===== src/rtl/vx_axi_pkg.sv =====
// Shared AXI write-channel types for the vx_axi blocks.
// Beat and order-entry layouts plus common widths.
package vx_axi_pkg;

  localparam int AXI_LEN_W  = 8;
  localparam int AXI_DATA_W = 512;
  localparam int AXI_STRB_W = AXI_DATA_W / 8;
  localparam int AXI_SEL_W  = 8;

  typedef struct packed {
    logic [AXI_DATA_W-1:0] data;
    logic [AXI_STRB_W-1:0] strb;
    logic                  last;
  } axi_w_beat_t;

  typedef struct packed {
    logic [AXI_SEL_W-1:0] sel;
    logic [AXI_LEN_W-1:0] len;
  } order_entry_t;

endpackage


===== src/rtl/vx_axi_wdata_sequencer_fifo.sv =====
// Synchronous FIFO queue with registered full/empty and occupancy.
// DEPTH must be a power of two so the pointers wrap for free.
module VX_fifo_queue #(
  parameter int DATAW = 8,
  parameter int DEPTH = 8,
  localparam int AW    = $clog2(DEPTH),
  localparam int SIZEW = $clog2(DEPTH + 1)
) (
  input  logic             clk,
  input  logic             reset,
  input  logic             push,
  input  logic             pop,
  input  logic [DATAW-1:0] data_in,
  output logic [DATAW-1:0] data_out,
  output logic             empty,
  output logic             full,
  output logic [SIZEW-1:0] size
);

  logic [DATAW-1:0] mem [DEPTH];
  logic [AW-1:0]    wr_ptr;
  logic [AW-1:0]    rd_ptr;
  logic             do_push;
  logic             do_pop;

  assign empty   = (size == '0);
  assign full    = (size == SIZEW'(DEPTH));
  assign do_push = push & ~full;
  assign do_pop  = pop & ~empty;

  assign data_out = mem[rd_ptr];

  always_ff @(posedge clk) begin
    if (do_push)
      mem[wr_ptr] <= data_in;
  end

  always_ff @(posedge clk or posedge reset) begin
    if (reset) begin
      wr_ptr <= '0;
      rd_ptr <= '0;
      size   <= '0;
    end else begin
      if (do_push)
        wr_ptr <= wr_ptr + AW'(1);
      if (do_pop)
        rd_ptr <= rd_ptr + AW'(1);
      unique case ({do_push, do_pop})
        2'b10:   size <= size + SIZEW'(1);
        2'b01:   size <= size - SIZEW'(1);
        default: size <= size;
      endcase
    end
  end

endmodule


===== src/rtl/vx_axi_wdata_sequencer.sv =====
// Steers slave W bursts to the master W port in AW grant order.
// Burst length comes from the recorded awlen, not from wlast.
module vx_axi_wdata_sequencer
  import vx_axi_pkg::*;
#(
  parameter int NUM_INPUTS     = 2,
  parameter int AXI_DATA_WIDTH = 512,
  parameter int ORDER_DEPTH    = 8,
  parameter int SEL_BITS       = $clog2(NUM_INPUTS),
  localparam int SW  = AXI_DATA_WIDTH / 8,
  localparam int CW  = $clog2(ORDER_DEPTH + 1),
  localparam int QDW = SEL_BITS + AXI_LEN_W
) (
  input  logic                         clk,
  input  logic                         reset_n,
  input  logic                         grant_valid,
  output logic                         grant_ready,
  input  logic [SEL_BITS-1:0]          grant_sel,
  input  logic [AXI_LEN_W-1:0]         grant_len,
  input  logic [NUM_INPUTS-1:0]        s_axi_wvalid,
  output logic [NUM_INPUTS-1:0]        s_axi_wready,
  input  logic [NUM_INPUTS*AXI_DATA_WIDTH-1:0] s_axi_wdata,
  input  logic [NUM_INPUTS*SW-1:0]     s_axi_wstrb,
  input  logic [NUM_INPUTS-1:0]        s_axi_wlast,
  output logic                         m_axi_wvalid,
  input  logic                         m_axi_wready,
  output logic [AXI_DATA_WIDTH-1:0]    m_axi_wdata,
  output logic [SW-1:0]                m_axi_wstrb,
  output logic                         m_axi_wlast,
  output logic [CW-1:0]                pending_count,
  output logic                         wlast_err
);

  logic                 q_reset;
  logic                 q_push;
  logic                 q_pop;
  logic [QDW-1:0]       q_din;
  logic [QDW-1:0]       q_dout;
  logic                 q_empty;
  logic                 q_full;
  logic [CW-1:0]        q_size;

  order_entry_t         head;
  logic                 head_valid;
  logic [AXI_LEN_W-1:0] beat_cnt;
  logic                 is_last;
  logic                 src_last;
  logic                 fire;

  assign q_reset = ~reset_n;
  assign q_din   = {grant_sel, grant_len};
  assign q_push  = grant_valid & grant_ready;
  assign q_pop   = fire & is_last;

  VX_fifo_queue #(
    .DATAW (QDW),
    .DEPTH (ORDER_DEPTH)
  ) order_q (
    .clk      (clk),
    .reset    (q_reset),
    .push     (q_push),
    .pop      (q_pop),
    .data_in  (q_din),
    .data_out (q_dout),
    .empty    (q_empty),
    .full     (q_full),
    .size     (q_size)
  );

  assign grant_ready   = ~q_full;
  assign pending_count = q_size;
  assign head_valid    = ~q_empty;

  assign head.sel = AXI_SEL_W'(q_dout[AXI_LEN_W +: SEL_BITS]);
  assign head.len = q_dout[AXI_LEN_W-1:0];

  assign is_last = (beat_cnt == head.len);

  always_comb begin
    m_axi_wvalid = 1'b0;
    m_axi_wdata  = '0;
    m_axi_wstrb  = '0;
    src_last     = 1'b0;
    s_axi_wready = '0;
    if (head_valid) begin
      for (int i = 0; i < NUM_INPUTS; i++) begin
        if (head.sel == AXI_SEL_W'(i)) begin
          m_axi_wvalid    = s_axi_wvalid[i];
          m_axi_wdata     = s_axi_wdata[i*AXI_DATA_WIDTH +: AXI_DATA_WIDTH];
          m_axi_wstrb     = s_axi_wstrb[i*SW +: SW];
          src_last        = s_axi_wlast[i];
          s_axi_wready[i] = m_axi_wready;
        end
      end
    end
  end

  // wlast is regenerated from the counter so a bad source cannot cut a burst
  assign m_axi_wlast = head_valid & is_last;
  assign fire        = m_axi_wvalid & m_axi_wready;

  always_ff @(posedge clk or negedge reset_n) begin
    if (!reset_n) begin
      beat_cnt  <= '0;
      wlast_err <= 1'b0;
    end else if (fire) begin
      beat_cnt <= is_last ? '0 : beat_cnt + AXI_LEN_W'(1);
      if (src_last != is_last)
        wlast_err <= 1'b1;
    end
  end

endmodule


===== config.mk =====
export PLATFORM = sky130hd
export DESIGN_NAME = vx_axi_wdata_sequencer
export DESIGN_NICKNAME = d
export VERILOG_FILES = /design/src/rtl/vx_axi_pkg.sv /design/src/rtl/vx_axi_wdata_sequencer_fifo.sv /design/src/rtl/vx_axi_wdata_sequencer.sv
export SDC_FILE = /design/constraint.sdc
export NUM_CORES = 1
export LEC_CHECK = 0
export BUFFER_PORTS_ARGS = -buffer_cell sky130_fd_sc_hd__buf_4
export CELL_PAD_IN_SITES_DETAIL_PLACEMENT = 0
export CELL_PAD_IN_SITES_GLOBAL_PLACEMENT = 2
export CORE_AREA = 3 3 686 688
export DETAILED_ROUTE_END_ITERATION = 7
export DIE_AREA = 0 0 689 691
export GPL_TIMING_DRIVEN = 0
export HOLD_SLACK_MARGIN = 0.12
export PLACE_DENSITY = 0.32
export REMOVE_ABC_BUFFERS = 1
export SYNTH_ARGS = -nofsm -noshare
export SYNTH_HDL_FRONTEND = slang
export SYNTH_SLANG_ARGS = --single-unit

===== constraint.sdc =====
create_clock -name clk -period 5.3 [get_ports clk]
set_input_delay 1.06 -clock clk [delete_from_list [all_inputs] [get_ports clk]]
set_output_delay 1.06 -clock clk [all_outputs]
set_load 0.1 [all_outputs]

==> results.md <==
- Status: complete, no violations
- Post-placement cell area: 33,200 µm²
- Yosys top cell area share: 0.366
- CP Cell Sequence: buf_8, nand3_1, and4_4, buf_12, buf_12, buf_16, buf_16, nand2_1, a21oi_1, buf_4
- Initial DRC Count: 1,423
- Post-DP HPWL: 301,000 µm
- Syn avg cell area: 5.50 µm²
- Final Cycle Share: 0.981
- Filler cells: 55,300
- DIE AREA: 476,000 µm²
- HP Class: reg2reg
- First-pass GRT wire length: 375,000 µm
- DR WL/cell: 32.0 µm
- Post-route cell area: 34,100 µm²
- I/O pins: 1,755
- Yosys warning count: 0
- Number of flops mapped to enable cells by yosys: 72
- Final setup vio count: 0
- Met2 usage: 0.211
- Layout cells sized above 1: 0.502
- Die Ht: 691 µm
- Clock transition at path regs: 0.07 ns
- CTS tree: built
- Hold Fails Final Rpt: 0
- Final worst slack: 0.101 ns
- Leak pwr: 14.3 nW
- Arr. time, crit path: 4.14 ns
- Slowest stage delay, CP: 0.61 ns
- Synth cell types: 47
- Max Cap Viol: 0
- Nets: 5,018
- Worst Path Required: 4.24 ns
- RSZ-0062 raised after global routing: no
- Pre-CTS setup slack: -1.05 ns
- Post-Route WL: 322,000 µm
- Max Fclk: 0.192 GHz
- Clk_lat worst skew: 0.34 ns
- Vias in the first global route: 24,000
- Max FO, Critical Path: 68
- Fin Clk Skew: 0.00912 ns
- Asr flop ratio synth: 0.209
- Clock Sinks: 91
- M1 GR Usage: 0.146
- CP Capture Type: output pin
- Main synth FF type: edfxtp_1
- Area contributors post-synth: nand2_1, a21oi_1, edfxtp_1, clkbuf_1, dfrtp_1
- Synth area leader: nand2_1
- Most used routing layer: met2
- Core area: 464,000 µm²
- Residual DRC: 0
- Max H-tree Level: 3
- Number of vias per cell: 2.38
- VDD IR max: 195 µV
- IO buf count: 1,754
- Seq cells post-synth: 91
- Row Count: 250
- Relative slew margins: 0.163
- Placed insts: 10,000
- Most common cell in the netlist: nand2_1
- Largest net degree at the start of global routing: 77
- All-Layer GR Usage: 0.129
- Number of hold buffers added after CTS: 0
- Final std cells w/o fill: 10,100
- CTS buffer count: 9
- Cells after synthesis: 2,180
- Slew @ Worst Pin: 1.25 ns
- CP max stage cell: dfrtp_4
- Area Growth Syn to Fin: 184%
- Post-Syn Area: 12,000 µm²
- GR met3 Demand/Resource: 0.0757
- GRT Residual Overflow: 0
- Drt pass-1 iters: 6
- Die Width: 689 µm
- Initial Utilization: 0.0258
- Placer Congestion: 0.868
- Post-synthesis sequential area ratio: 0.220
- CTS root buf: clkbuf_16
- Power Density: 618 nW/µm²
- Worst setup SP type: register
- Kind of critical path: reg2out
- Via count: 24,000
- ANT nets after route: 0
- Initial antenna violation count: 309
- Synth cell count leaders: nand2_1, a21oi_1, clkbuf_1
- Fin. max-slew vios: 0
- Hold_ws: 0.461 ns
- Post-layout min period: 5.20 ns
- Post-layout util: 0.0734
- Clock Path Buffers: 2
## critical path, delay by kind of cell, from the launching register on
family                 cells  cell delay, ns
buffers and inverters      6            1.59
flip-flops                 1            0.61
AND/OR/NAND/NOR            3            0.79
AO/OA/AOI/OAI              1            0.56
## metrics by stage
stage                     power [W]  TNS, ns
after floorplan              0.0130        -
after global placement       0.0131        -
after detailed placement     0.0207   -76.68
after CTS                    0.0215  -0.0759
after global routing         0.0220        0
final                        0.0211        0
## cells in the final DEF (no fill, tap or decap), types with 4 or more instances in the layout
| cell | Yosys | layout |
|---|---|---|
| a21o_1 | 7 | 7 |
| a21oi_1 | 580 | 542 |
| a21oi_2 | 0 | 32 |
| a21oi_4 | 0 | 6 |
| buf_12 | 1 | 5 |
| buf_16 | 0 | 19 |
| buf_4 | 1 | 1783 |
| buf_6 | 3 | 39 |
| clkbuf_16 | 0 | 9 |
| dfrtp_1 | 19 | 15 |
| diode_2 | 0 | 49 |
| edfxtp_1 | 72 | 72 |
| ha_1 | 6 | 6 |
| inv_1 | 5 | 5 |
| mux2i_1 | 21 | 21 |
| mux4_2 | 10 | 9 |
| nand2_1 | 1169 | 1169 |
| nand2b_1 | 5 | 5 |
| nand3_1 | 8 | 8 |
| nand3b_1 | 4 | 4 |
| nor2_1 | 12 | 12 |
| nor3_1 | 7 | 5 |
| o21ai_0 | 7 | 7 |
| xnor2_1 | 7 | 7 |
| xor2_1 | 6 | 6 |
## registers in the layout, indices dropped and copies added, names as in the netlist
register	count
wlast_err	1
order_q.wr_ptr	3
order_q.size	4
beat_cnt	8
order_q.rd_ptr	3
order_q.mem	72
## report_power, final
part,switching [W],internal [W]
registers,0.000116,0.000905
logic,0.0157,0.00372
clock network,0.000273,0.000318
## logic make-up (layout without fill, tap and decap cells)
group                    Yosys count  after routing  share of synthesized area
AO/OA/AOI/OAI                    602            602                      0.254
XOR/XNOR                          13             13                    0.00950
adder cells (fa/ha/maj)            7              7                    0.00794
buffers and inverters            207           1873                     0.0705
flip-flops                        91             91                      0.220
multiplexers                      38             38                     0.0448
other                              0             49                          0
AND/OR/NAND/NOR                 1222           1223                      0.393
## layout make-up
| class | instances | area [µm²] | share of cell area |
|---|---|---|---|
| multi-input combinational | 1883 | 8730 | 0.256 |
| clock buffer | 10 | 229 | 0.00672 |
| inverter | 5 | 18.8 | 0.000551 |
| clock inverter | 6 | 40.0 | 0.00117 |
| timing repair buffer | 1852 | 14600 | 0.428 |
| tap | 6174 | 7720 | 0.227 |
| sequential | 91 | 2650 | 0.0778 |
| antenna | 49 | 123 | 0.00360 |
## routing by layer
metal	vias up	wire (µm)
li1	10500	-
met1	11300	122000
met2	1450	146000
met3	568	45300
met4	180	6940
met5	-	1180
## final timing paths
kind / slack [ns] / startpoint / to / cells after the start
min: 0.46 / wlast_err$_DFFE_PN0P_ / wlast_err$_DFFE_PN0P_ / 1
min reg2reg: 0.46 / wlast_err$_DFFE_PN0P_ / wlast_err$_DFFE_PN0P_ / 1
max in group asynchronous: 4.45 / reset_n / order_q.rd_ptr[2]$_DFFE_PN0P_ / 1
min in group asynchronous: 0.59 / reset_n / order_q.size[3]$_DFFE_PN0P_ / 1
max reg2reg: 0.45 / order_q.rd_ptr[1]$_DFFE_PN0P_ / order_q.size[3]$_DFFE_PN0P_ / 15
max: 0.10 / order_q.rd_ptr[0]$_DFFE_PN0P_ / m_axi_wstrb[27] / 10
## timing repair
item	CTS	global route
cloned	3	0
resized for setup	72	22
pin swaps	2	0
setup buffers	6	2
setup endpoints to repair	415	49
Power figures use the tool's default switching activity.
